--- src/rtl/xor_checksum.sv ---
// Frame XOR checksum with ready/valid handshakes on both sides.
// Accumulates words until in_last, then holds the result until the consumer takes it.
module xor_checksum #(
    parameter int unsigned WIDTH      = 8,
    parameter int unsigned MAX_LEN    = 16,
    parameter bit          ODD_PARITY = 1'b0,
    localparam int unsigned CW        = $clog2(MAX_LEN + 1)
) (
    input  logic             clk,
    input  logic             rst_n,
    input  logic [WIDTH-1:0] in_data,
    input  logic             in_valid,
    input  logic             in_last,
    output logic             in_ready,
    output logic [WIDTH-1:0] out_sum,
    output logic             out_parity,
    output logic [CW-1:0]    out_count,
    output logic             out_err,
    output logic             out_valid,
    input  logic             out_ready
);

    localparam logic [1:0] IDLE  = 2'd0;
    localparam logic [1:0] ACCUM = 2'd1;
    localparam logic [1:0] HOLD  = 2'd2;

    localparam logic [CW-1:0] MAX_CNT = CW'(MAX_LEN);

    logic [1:0]       state_q, state_d;
    logic [WIDTH-1:0] acc_q, acc_d;
    logic [CW-1:0]    count_q, count_d;
    logic             err_q, err_d;
    logic [WIDTH-1:0] sum_q, sum_d;
    logic [CW-1:0]    ocount_q, ocount_d;
    logic             oerr_q, oerr_d;
    logic             accept;
    logic             frame_start;

    // In HOLD the next frame's first word may only enter when the result leaves.
    assign in_ready    = rst_n & ((state_q == HOLD) ? out_ready : 1'b1);
    assign accept      = in_valid & in_ready;
    assign frame_start = accept & (state_q != ACCUM);

    always_comb begin
        state_d  = state_q;
        acc_d    = acc_q;
        count_d  = count_q;
        err_d    = err_q;
        sum_d    = sum_q;
        ocount_d = ocount_q;
        oerr_d   = oerr_q;

        if (frame_start) begin
            acc_d   = in_data;
            count_d = CW'(1);
            err_d   = 1'b0;
        end else if (accept) begin
            acc_d = acc_q ^ in_data;
            if (count_q == MAX_CNT) begin
                err_d = 1'b1;
            end else begin
                count_d = count_q + CW'(1);
            end
        end

        if (accept && in_last) begin
            state_d  = HOLD;
            sum_d    = acc_d;
            ocount_d = count_d;
            oerr_d   = err_d;
        end else if (accept) begin
            state_d = ACCUM;
        end else if ((state_q == HOLD && out_ready) || state_q == 2'd3) begin
            state_d = IDLE;
        end
    end

    always_ff @(posedge clk or negedge rst_n) begin
        if (!rst_n) begin
            state_q  <= IDLE;
            acc_q    <= '0;
            count_q  <= '0;
            err_q    <= 1'b0;
            sum_q    <= '0;
            ocount_q <= '0;
            oerr_q   <= 1'b0;
        end else begin
            state_q  <= state_d;
            acc_q    <= acc_d;
            count_q  <= count_d;
            err_q    <= err_d;
            sum_q    <= sum_d;
            ocount_q <= ocount_d;
            oerr_q   <= oerr_d;
        end
    end

    assign out_valid  = (state_q == HOLD);
    assign out_sum    = sum_q;
    assign out_count  = ocount_q;
    assign out_err    = oerr_q;
    assign out_parity = (^sum_q) ^ ODD_PARITY;

endmodule

--- config.mk ---
export PLATFORM = sky130hd
export DESIGN_NAME = xor_checksum
export DESIGN_NICKNAME = d
export VERILOG_FILES = /design/src/rtl/xor_checksum.sv
export SDC_FILE = /design/constraint.sdc
export NUM_CORES = 1
export LEC_CHECK = 0
export CAP_MARGIN = 10
export CORE_AREA = 2 2 61 63
export DETAILED_ROUTE_END_ITERATION = 7
export DIE_AREA = 0 0 63 65
export PLACE_DENSITY = 0.7
export SLEW_MARGIN = 20
export SYNTH_ARGS = -nofsm -noshare
export SYNTH_HDL_FRONTEND = slang
export SYNTH_SLANG_ARGS = --single-unit
--- constraint.sdc ---
create_clock -name clk -period 3.6 [get_ports clk]
set_input_delay 0.72 -clock clk [delete_from_list [all_inputs] [get_ports clk]]
set_output_delay 0.72 -clock clk [all_outputs]
set_load 0.01 [all_outputs]
==> flow_summary.ini, run 1 <==
[floorplanning]
die_h_um = 65
start_util = 0.431
dieWidth_um = 63
core_um2 = 3500
die_area_um2 = 4100
pin_count = 30
rows = 22

[power_and_ir_drop]
ir_drop_mv = 0.173
p_leak_nw = 0.798
power.density_nw_per_um2 = 604

[global_routing]
grt_pass1_wl_um = 5260
antenna_found_initial = 0
grt_pass1_vias = 1187
grt_max_degree = 25
grt.total_usage = 0.167
grt-ovfl-total = 0

[cts]
cts_hold_buf = 0
cts_repair_resize_count = 0
cts_made_buffers = 5
clock_sinks = 30
cts_tree = yes
cts_setup_buffers = 0
path_clk_slew_ns = 0.09
clk_latency_ns = 0.33
htreeDepth = 2
root_buffer = clkbuf_4
clock_path_buffers = 2

[worst_setup_path]
end_kind = output pin
cpMostUsedCell = clkdlybuf4s50_1
cp.required_ns = 2.88
max_stage_delay_ns = 0.51
path_max_fanout = 4
critPathTopFamily = buffers and inverters
crit_cells = 4
cp_slowest_cell = or3b_2
critPathLaunchType = input pin
reg2regPathDepth = 4
timing.critical_path.buf_inv = 2
path_class = in -> out
crit_chain = clkdlybuf4s50_1 -> or3b_2 -> and2_1 -> clkdlybuf4s50_1
worstPathArrival_ns = 2.30

[sta]
finalCriticalPeriod_ns = 3.02
hold_ws_ns = 0.494
fin_skew_ns = 0.00516
fmax_mhz = 331
setup_violations = 0
finalHoldViolCount = 0
slew_violations = 0
relSlewSlack = 0.506
finalCritPeriodShare = 0.840
tns_ns = 0
rsz0062_at_grt = no
tightest_slew_ns = 0.740

[placement]
gp_congestion = 0.756
numPortBuffers = 29
dp_hpwl_um = 2270
dp.cells = 231

[synthesis]
ys_seq_area_frac = 0.498
avgSynthCellArea_um2 = 9.66
synth_nets = 171
yosys_warnings = 0
yosysUniqueCellTypes = 26
synth_seq_cells = 30
synth_area_um2 = 1510
synthCells = 156

[cells_and_area]
nets = 205
final_layout_size_suffix_gt1_frac = 0.0733
nFillCells = 331
stdcell_count = 239
area_growth_pct = 26.4
diodes = 0

[routing]
drtPass1Iterations = 4
drc = 0
wl_um = 2970
viasPerCell = 4.87
drt.antenna.violating_nets = 0
num_vias = 1163
first_iter_violations = 53
wl_per_cell_um = 12.4

[hold_path]
hp-class = reg -> reg
holdPathStages = 2

[run]
drv_cap = 0

[status]
outcome = finished clean
==> metal layers <==
layer  track usage  wire, µm
met1         0.188      1330
met2         0.289      1470
met3        0.0451        97
met4        0.0917        72
met5             0         0
==> where the power goes <==
group          switching (W)  internal [W]  leakage (nW)
Sequential         0.0000650      0.000420         0.386
Combinational       0.000199      0.000255         0.377
Clock               0.000118     0.0000945        0.0353
Total               0.000382      0.000770         0.798
==> logic make-up (layout without fill, tap and decap cells) <==
logic type	Yosys count	in the layout	share of synthesized area
buffers and inverters	8	43	0.0307
XOR/XNOR	29	29	0.168
flip-flops	30	30	0.498
AO/OA/AOI/OAI	28	28	0.0988
adder cells (fa/ha/maj)	2	2	0.0166
AND/OR/NAND/NOR	59	59	0.188
==> cell usage after synthesis (all sizes together) <==
cell	instances	area [µm²]
or3	1	11.3
and2	1	6.26
and4bb	1	12.5
dfrtp	30	751
xor2	19	166
nor3b	2	20.0
inv	3	11.3
buf	4	31.3
a32o	1	10.0
o22a	1	8.76
nor2b	2	12.5
o21ai	24	120
nand3	3	15.0
or3b	1	8.76
nand2	37	139
clkbuf	1	3.75
ha	2	25.0
nand4	1	12.5
a21oi	2	10.0
nor3	6	30.0
xnor2	10	87.6
nor2	4	15.0
==> path summary, 6_finish.rpt <==
kind / startpoint / endpoint / slack, ns
worst min register to register: out_err$_DFFE_PN0P_ / out_err$_DFFE_PN0P_ / 0.49
worst min-delay path: out_err$_DFFE_PN0P_ / out_err$_DFFE_PN0P_ / 0.49
min in group asynchronous: rst_n / state_q[0]$_DFFE_PN0P_ / 0.70
worst max register to register: state_q[0]$_DFFE_PN0P_ / out_count[0]$_DFFE_PN0P_ / 1.83
max in group asynchronous: rst_n / out_sum[3]$_DFFE_PN0P_ / 2.39
worst max-delay path: out_ready / in_ready / 0.58
==> state kept, by name (all words and copies together), names as in the netlist <==
signal and cells:
acc_q 8, out_sum 8, count_q 5, out_count 5, state_q 2, err_q 1, out_err 1
==> stage by stage <==
step,utilization,instance area [µm²],setup slack (ns),power [W]
6_report,0.545,1910,0.577,0.00115
3_5_place_dp,0.528,1850,0.572,0.000952
4_1_cts,0.545,1910,0.566,0.00117
3_3_place_gp,0.528,1850,0.598,0.000938
2_1_floorplan,-,1510,1.48,0.000741
5_1_grt,0.545,1910,0.542,0.00123
==> cells in the final DEF (no fill, tap or decap) <==
cell,Yosys,routed
nor2b_1,2,2
ha_1,2,2
nor3b_2,1,1
dfrtp_1,30,30
clkinv_2,0,1
nor3b_1,1,1
clkbuf_1,1,1
inv_1,3,3
o22a_1,1,1
clkdlybuf4s50_1,0,29
and4bb_1,1,1
xor2_1,19,19
o21ai_0,22,22
xnor2_1,10,10
clkbuf_8,0,1
a21oi_1,2,2
clkbuf_4,0,5
o21ai_1,2,2
and2_1,1,1
nand4_2,1,1
nor2_1,4,4
buf_4,2,3
or3b_2,1,1
or3_4,1,1
nor3_1,6,6
a32o_1,1,1
nand2_1,37,37
nand3_1,3,3
==> cell type report <==
class,instances,area (µm²),share of cell area
clock buffers,7,55.1,0.0289
repair buffers,32,313,0.164
well taps,48,60.1,0.0315
clock inverters,1,5.00,0.00263
inverters,3,11.3,0.00591
multi-input cells,118,711,0.373
flip-flops and latches,30,751,0.394
==> worst register-to-register path: cells and delay by family, from the launching register on <==
family	cells	cell delay [ns]
AND/OR/NAND/NOR	3	1.07
flip-flops	1	0.41
AO/OA/AOI/OAI	1	0.19
(Power assumes the default switching activity.)
==> run 2, diff against run 1 <==
PLACE_DENSITY = 0.73   (was 0.7)
clock period = 2.65 ns   (was 3.6 ns; I/O delays follow)
==> flow_summary.ini, run 2 (synthesized netlist as in run 1, its figures left out) <==
[sta]
fmax_mhz = 433
relSlewSlack = 0.646
fin_skew_ns = 0.00685
finalCritPeriodShare = 0.871
finalCriticalPeriod_ns = 2.31
finalHoldViolCount = 0
rsz0062_at_grt = no
tightest_slew_ns = 0.530
setup_violations = 0
tns_ns = 0
slew_violations = 0

[routing]
drt.antenna.violating_nets = 0
wl_per_cell_um = 12.9
wl_um = 3090
first_iter_violations = 32
drc = 0
num_vias = 1186
drtPass1Iterations = 4
viasPerCell = 4.94

[power_and_ir_drop]
p_leak_nw = 0.807
intPower_w = 0.00102
p_sw_w = 0.000511
power.density_nw_per_um2 = 802
swShare = 0.334
pwr-share-seq = 0.431
p_clk_frac = 0.164
ir_drop_mv = 0.228
p_comb_frac = 0.406

[cts]
htreeDepth = 2
clock_sinks = 30
clock_path_buffers = 2
cts_made_buffers = 5
clk_latency_ns = 0.33
cts_hold_buf = 0
path_clk_slew_ns = 0.09
cts_tree = yes
root_buffer = clkbuf_4

[cells_and_area]
nFillCells = 323
design_area_um2 = 1910
final_cell_mix = nand2_1, dfrtp_1, clkdlybuf4s50_1
nets = 207
final_layout_size_suffix_gt1_frac = 0.0729
diodes = 0
area_growth_pct = 26.6
layout_commonest_cell = nand2_1

[status]
outcome = finished clean

[worst_setup_path]
end_kind = output pin
worstPathArrival_ns = 1.78
critPathLaunchType = flop
cp.required_ns = 2.12
path_max_fanout = 3
path_class = reg -> out

[placement]
numPortBuffers = 29
gp_congestion = 0.831
dp_hpwl_um = 2300
postPlaceCellArea_um2 = 1860

[hold_path]
hp-class = reg -> reg

[floorplanning]
core_um2 = 3500
dieWidth_um = 63
rows = 22
start_util = 0.431
die_h_um = 65
die_area_um2 = 4100
pin_count = 30

[global_routing]
grt_max_degree = 25
antenna_found_initial = 0
grt_pass1_vias = 1150
grt_pass1_wl_um = 5200
grt-ovfl-total = 0
grt.total_usage = 0.169

[run]
drv_cap = 0
[run 2: path summary, 6_finish.rpt]
path                                         from                  endpoint  slack [ns]  depth (start not counted)
max                        out_sum[7]$_DFFE_PN0P_                out_parity        0.34                          4
min                           out_err$_DFFE_PN0P_       out_err$_DFFE_PN0P_        0.48                          2
max reg2reg                state_q[0]$_DFFE_PN0P_    out_sum[6]$_DFFE_PN0P_        0.95                          4
min in group asynchronous                   rst_n  out_count[1]$_DFFE_PN0P_        0.62                          2
max in group asynchronous                   rst_n        acc_q[5]$_DFF_PN0_        1.82                          2
min reg2reg                   out_err$_DFFE_PN0P_       out_err$_DFFE_PN0P_        0.48                          2
[run 2: layout make-up]
class | count | area, µm² | area share
Timing Repair Buffer | 34 | 330 | 0.173
Inverter | 3 | 11.3 | 0.00590
Sequential cell | 30 | 751 | 0.393
Tap cell | 48 | 60.1 | 0.0315
Clock buffer | 7 | 45.0 | 0.0236
Multi-Input combinational cell | 118 | 711 | 0.372
[run 2: what timing repair did]
action	in CTS	in global routing
endpoints found under the setup margin	0	1
resized for setup	0	1
buffers inserted	0	0
[run 2: layer usage]
metal | global-route usage | share of wire | vias up
li1 | - | - | 586
met1 | 0.211 | 0.42 | 555
met2 | 0.277 | 0.50 | 39
met3 | 0.0486 | 0.059 | 6
met4 | 0.0667 | 0.018 | 0
met5 | 0 | 0 | -
[run 2: metrics by stage]
| step | hold slack (ns) | total power (W) | utilization | setup WS (ns) | cells |
|---|---|---|---|---|---|
| global route | 0.514 | 0.00164 | 0.546 | 0.229 | 240 |
| global placement | 0.467 | 0.00128 | 0.532 | 0.0802 | 233 |
| detailed placement | 0.470 | 0.00130 | 0.532 | 0.0445 | 233 |
| floorplan | 0.234 | 0.00101 | - | 0.914 | 156 |
| finish | 0.485 | 0.00153 | 0.546 | 0.343 | 240 |
| CTS | 0.490 | 0.00155 | 0.545 | 0.0380 | 240 |
[run 2: worst max-delay path, stage by stage (launching register included)]
cell             delay [ns]
dfrtp_1                0.42
xor2_1                 0.18
xnor2_1                0.19
xnor2_1                0.13
clkdlybuf4s50_1        0.54
[run 2: power by group through the flow]
stage	Sequential, W	Combinational (W)	Clock [W]
2_1_floorplan	0.000680	0.000326	0
3_3_place_gp	0.000661	0.000615	0
3_5_place_dp	0.000671	0.000625	0
4_1_cts	0.000661	0.000628	0.000256
5_1_grt	0.000679	0.000682	0.000281
6_report	0.000659	0.000621	0.000251
==> patch: new RTL, config.mk and constraints of run 1 <==
Change the parameter `WIDTH` from 8 to 10.
--- a/src/rtl/xor_checksum.sv
+++ b/src/rtl/xor_checksum.sv
@@ -3,3 +3,3 @@
 module xor_checksum #(
-    parameter int unsigned WIDTH      = 8,
+    parameter int unsigned WIDTH      = 10,
     parameter int unsigned MAX_LEN    = 16,
Ports: changed (resized in_data and out_sum); port bits go from 30 to 34. The function was not compared with the original's and may differ.
==> patch against run 1 <==
  * Cell area up 13%
  * Critical path depth down 1
  * Combinational power up 25%
  * Utilization up 7.3 points
  * Count of clock-buffer cells in the layout unchanged
  * Sequential cell count up 4
  * Power up 16%
  * Wire length up 15%
  * Worst setup slack better by 0.14 ns
  * Synthesized area up 17%
  * Highest routed layer unchanged
==> patch: results (changes against run 1) <==
Run status
  • Status: completed (unchanged)

Pwr
  • Leak pwr: 0.881 nW (was 0.798 nW)
  • Maximum VDD drop: 0.252 mV (was 0.173 mV)

Logic synthesis
  • Post-synth cell types: 29 (was 26)
  • Syn Nets: 183 (was 171)
  • Top cells by area, synth: dfrtp_1, xor2_1, o31ai_2 (was dfrtp_1, xor2_1, nand2_1)
  • Syn avg cell area: 10.6 um^2 (was 9.66 um^2)
  • Ys async rst share: 100% (unchanged)
  • Syn. warnings: 0 (unchanged)
  • Synth cell count leaders: dfrtp_1, nand2_1, xor2_1, xnor2_1, o21ai_1 (was nand2_1, dfrtp_1, o21ai_0, xor2_1, xnor2_1)
  • Register area share after synthesis: 48.4% (was 49.8%)

Route
  • First-pass iteration count of the detailed router: 4 (unchanged)
  • Initial DRC count: 52 (was 53)
  • Drt wl/cell: 13.7 um (was 12.4 um)
  • Drt via density: 5.03 (was 4.87)

Global routing
  • First-pass GRT wire length: 5790 um (was 5260 um)
  • Met2 GRT Util: 33.9% (was 28.9%)
  • Total GRT Usage: 18.7% (was 16.7%)
  • Pin count of the biggest net entering global routing: 34 (was 25)
  • Met3 usage: 7.12% (was 4.51%)
  • Met1 Track Usage GR: 20.1% (was 18.8%)
  • Antenna violations before repair: 0 (unchanged)
  • Vias in the first global route: 1329 (was 1187)

Place
  • GPL Wtd Cong: 0.864 (was 0.756)
  • Post-DP HPWL: 2460 um (was 2270 um)
  • IO Port Bufs: 33 (was 29)
  • Inst Count DP: 241 (was 231)

Clock network
  • Clock root buffer: clkbuf_4 (unchanged)
  • CTS Buf Count: 5 (unchanged)
  • CTS max path bufs: 2 (unchanged)
  • CTS clk-pin slew, worst paths: 0.10 ns
  • Cts repair resizes: 0 (unchanged)
  • CTS H-tree depth: 2 (unchanged)
  • Total setup buffers inserted after CTS: 0 (unchanged)
  • Worst skew pair latency: 0.33 ns (about the same)

Finish
  • Fill count: 304 (was 331)
  • Number of antenna diodes: 0 (unchanged)
  • Final cell count without fillers: 249 (was 239)
  • Share of layout cells above drive strength 1: 13.9% (was 7.33%)
  • Nets@finish: 217 (was 205)

Timing
  • Slew Limit Headroom: 39.3% (was 50.6%)
  • Max Clock Skew: 0.00593 ns (was 0.00516 ns)

Worst setup path
  • Worst path max stage delay: 0.64 ns (was 0.51 ns)
  • Worst r2r path cells: 5 (was 4)
  • FF-to-FF setup slack: 1.56 ns (was 1.83 ns)
  • Critical Path AT: 2.16 ns (was 2.30 ns)
  • Reg2reg start: state_q[0] (unchanged)
  • Setup crit start: rst_n (was out_ready)
  • FF-to-FF End: out_sum[8] (was out_count[0])
  • CP max-delay cell: clkdlybuf4s50_1 (was or3b_2)
  • Max FO, Critical Path: 5 (was 4)
  • Crit path capture: in_ready (unchanged)

Worst hold path
  • Hold_sp: out_count[4] (was out_err)
  • Min-Delay Path Class: register to register (unchanged)
  • Worst hold endpoint: out_count[4] (was out_err)
  • Cells on Worst Hold Path: 2 (unchanged)
-- patch: layout make-up --
cell class | count | share of cell area (%)
Sequential cell | 34 | 39.4
Multi-Input combinational cell | 122 | 38.7
Timing Repair Buffer | 35 | 16.0
Tap cell | 48 | 2.78
Clock buffer | 7 | 2.55
Inverter | 2 | 0.347
Clock inverter | 1 | 0.232
-- patch: through the flow --
stage	util (%)	hold WS (ns)	cell area (um^2)	setup slack, ns	total power, W
after floorplan	-	0.424	1760	1.68	0.000894
after global placement	60.1	0.475	2100	0.737	0.00112
after detailed placement	60.1	0.485	2100	0.663	0.00113
after CTS	61.8	0.507	2160	0.727	0.00136
after global routing	61.8	0.535	2160	0.695	0.00143
final	61.8	0.497	2160	0.720	0.00134
-- patch: power breakdown --
part / switching [W] / internal (W)
Sequential: 0.0000747 / 0.000477
Clock: 0.000127 / 0.0000946
Combinational: 0.000248 / 0.000320
-- patch: logic make-up (layout without fill, tap and decap cells) --
family / Yosys count / after routing / share of synthesized area (%)
simple gates: 55 / 55 / 14.8
xor+xnor: 34 / 34 / 16.9
flops: 34 / 34 / 48.4
compound gates: 30 / 30 / 13.9
buf+inv: 10 / 45 / 3.99
fa+ha+maj: 2 / 2 / 1.42
mux: 1 / 1 / 0.569
-- patch: worst max-delay path: cells and delay by family --
family | cells | cell delay, ns
buffers and inverters | 2 | 1.20
and+or+nand+nor | 1 | 0.24
-- patch: metal layers --
layer,part of all wire [%],routed length [um]
met1,43,1470
met2,51,1750
met3,4.3,146
met4,1.4,49
met5,0,0
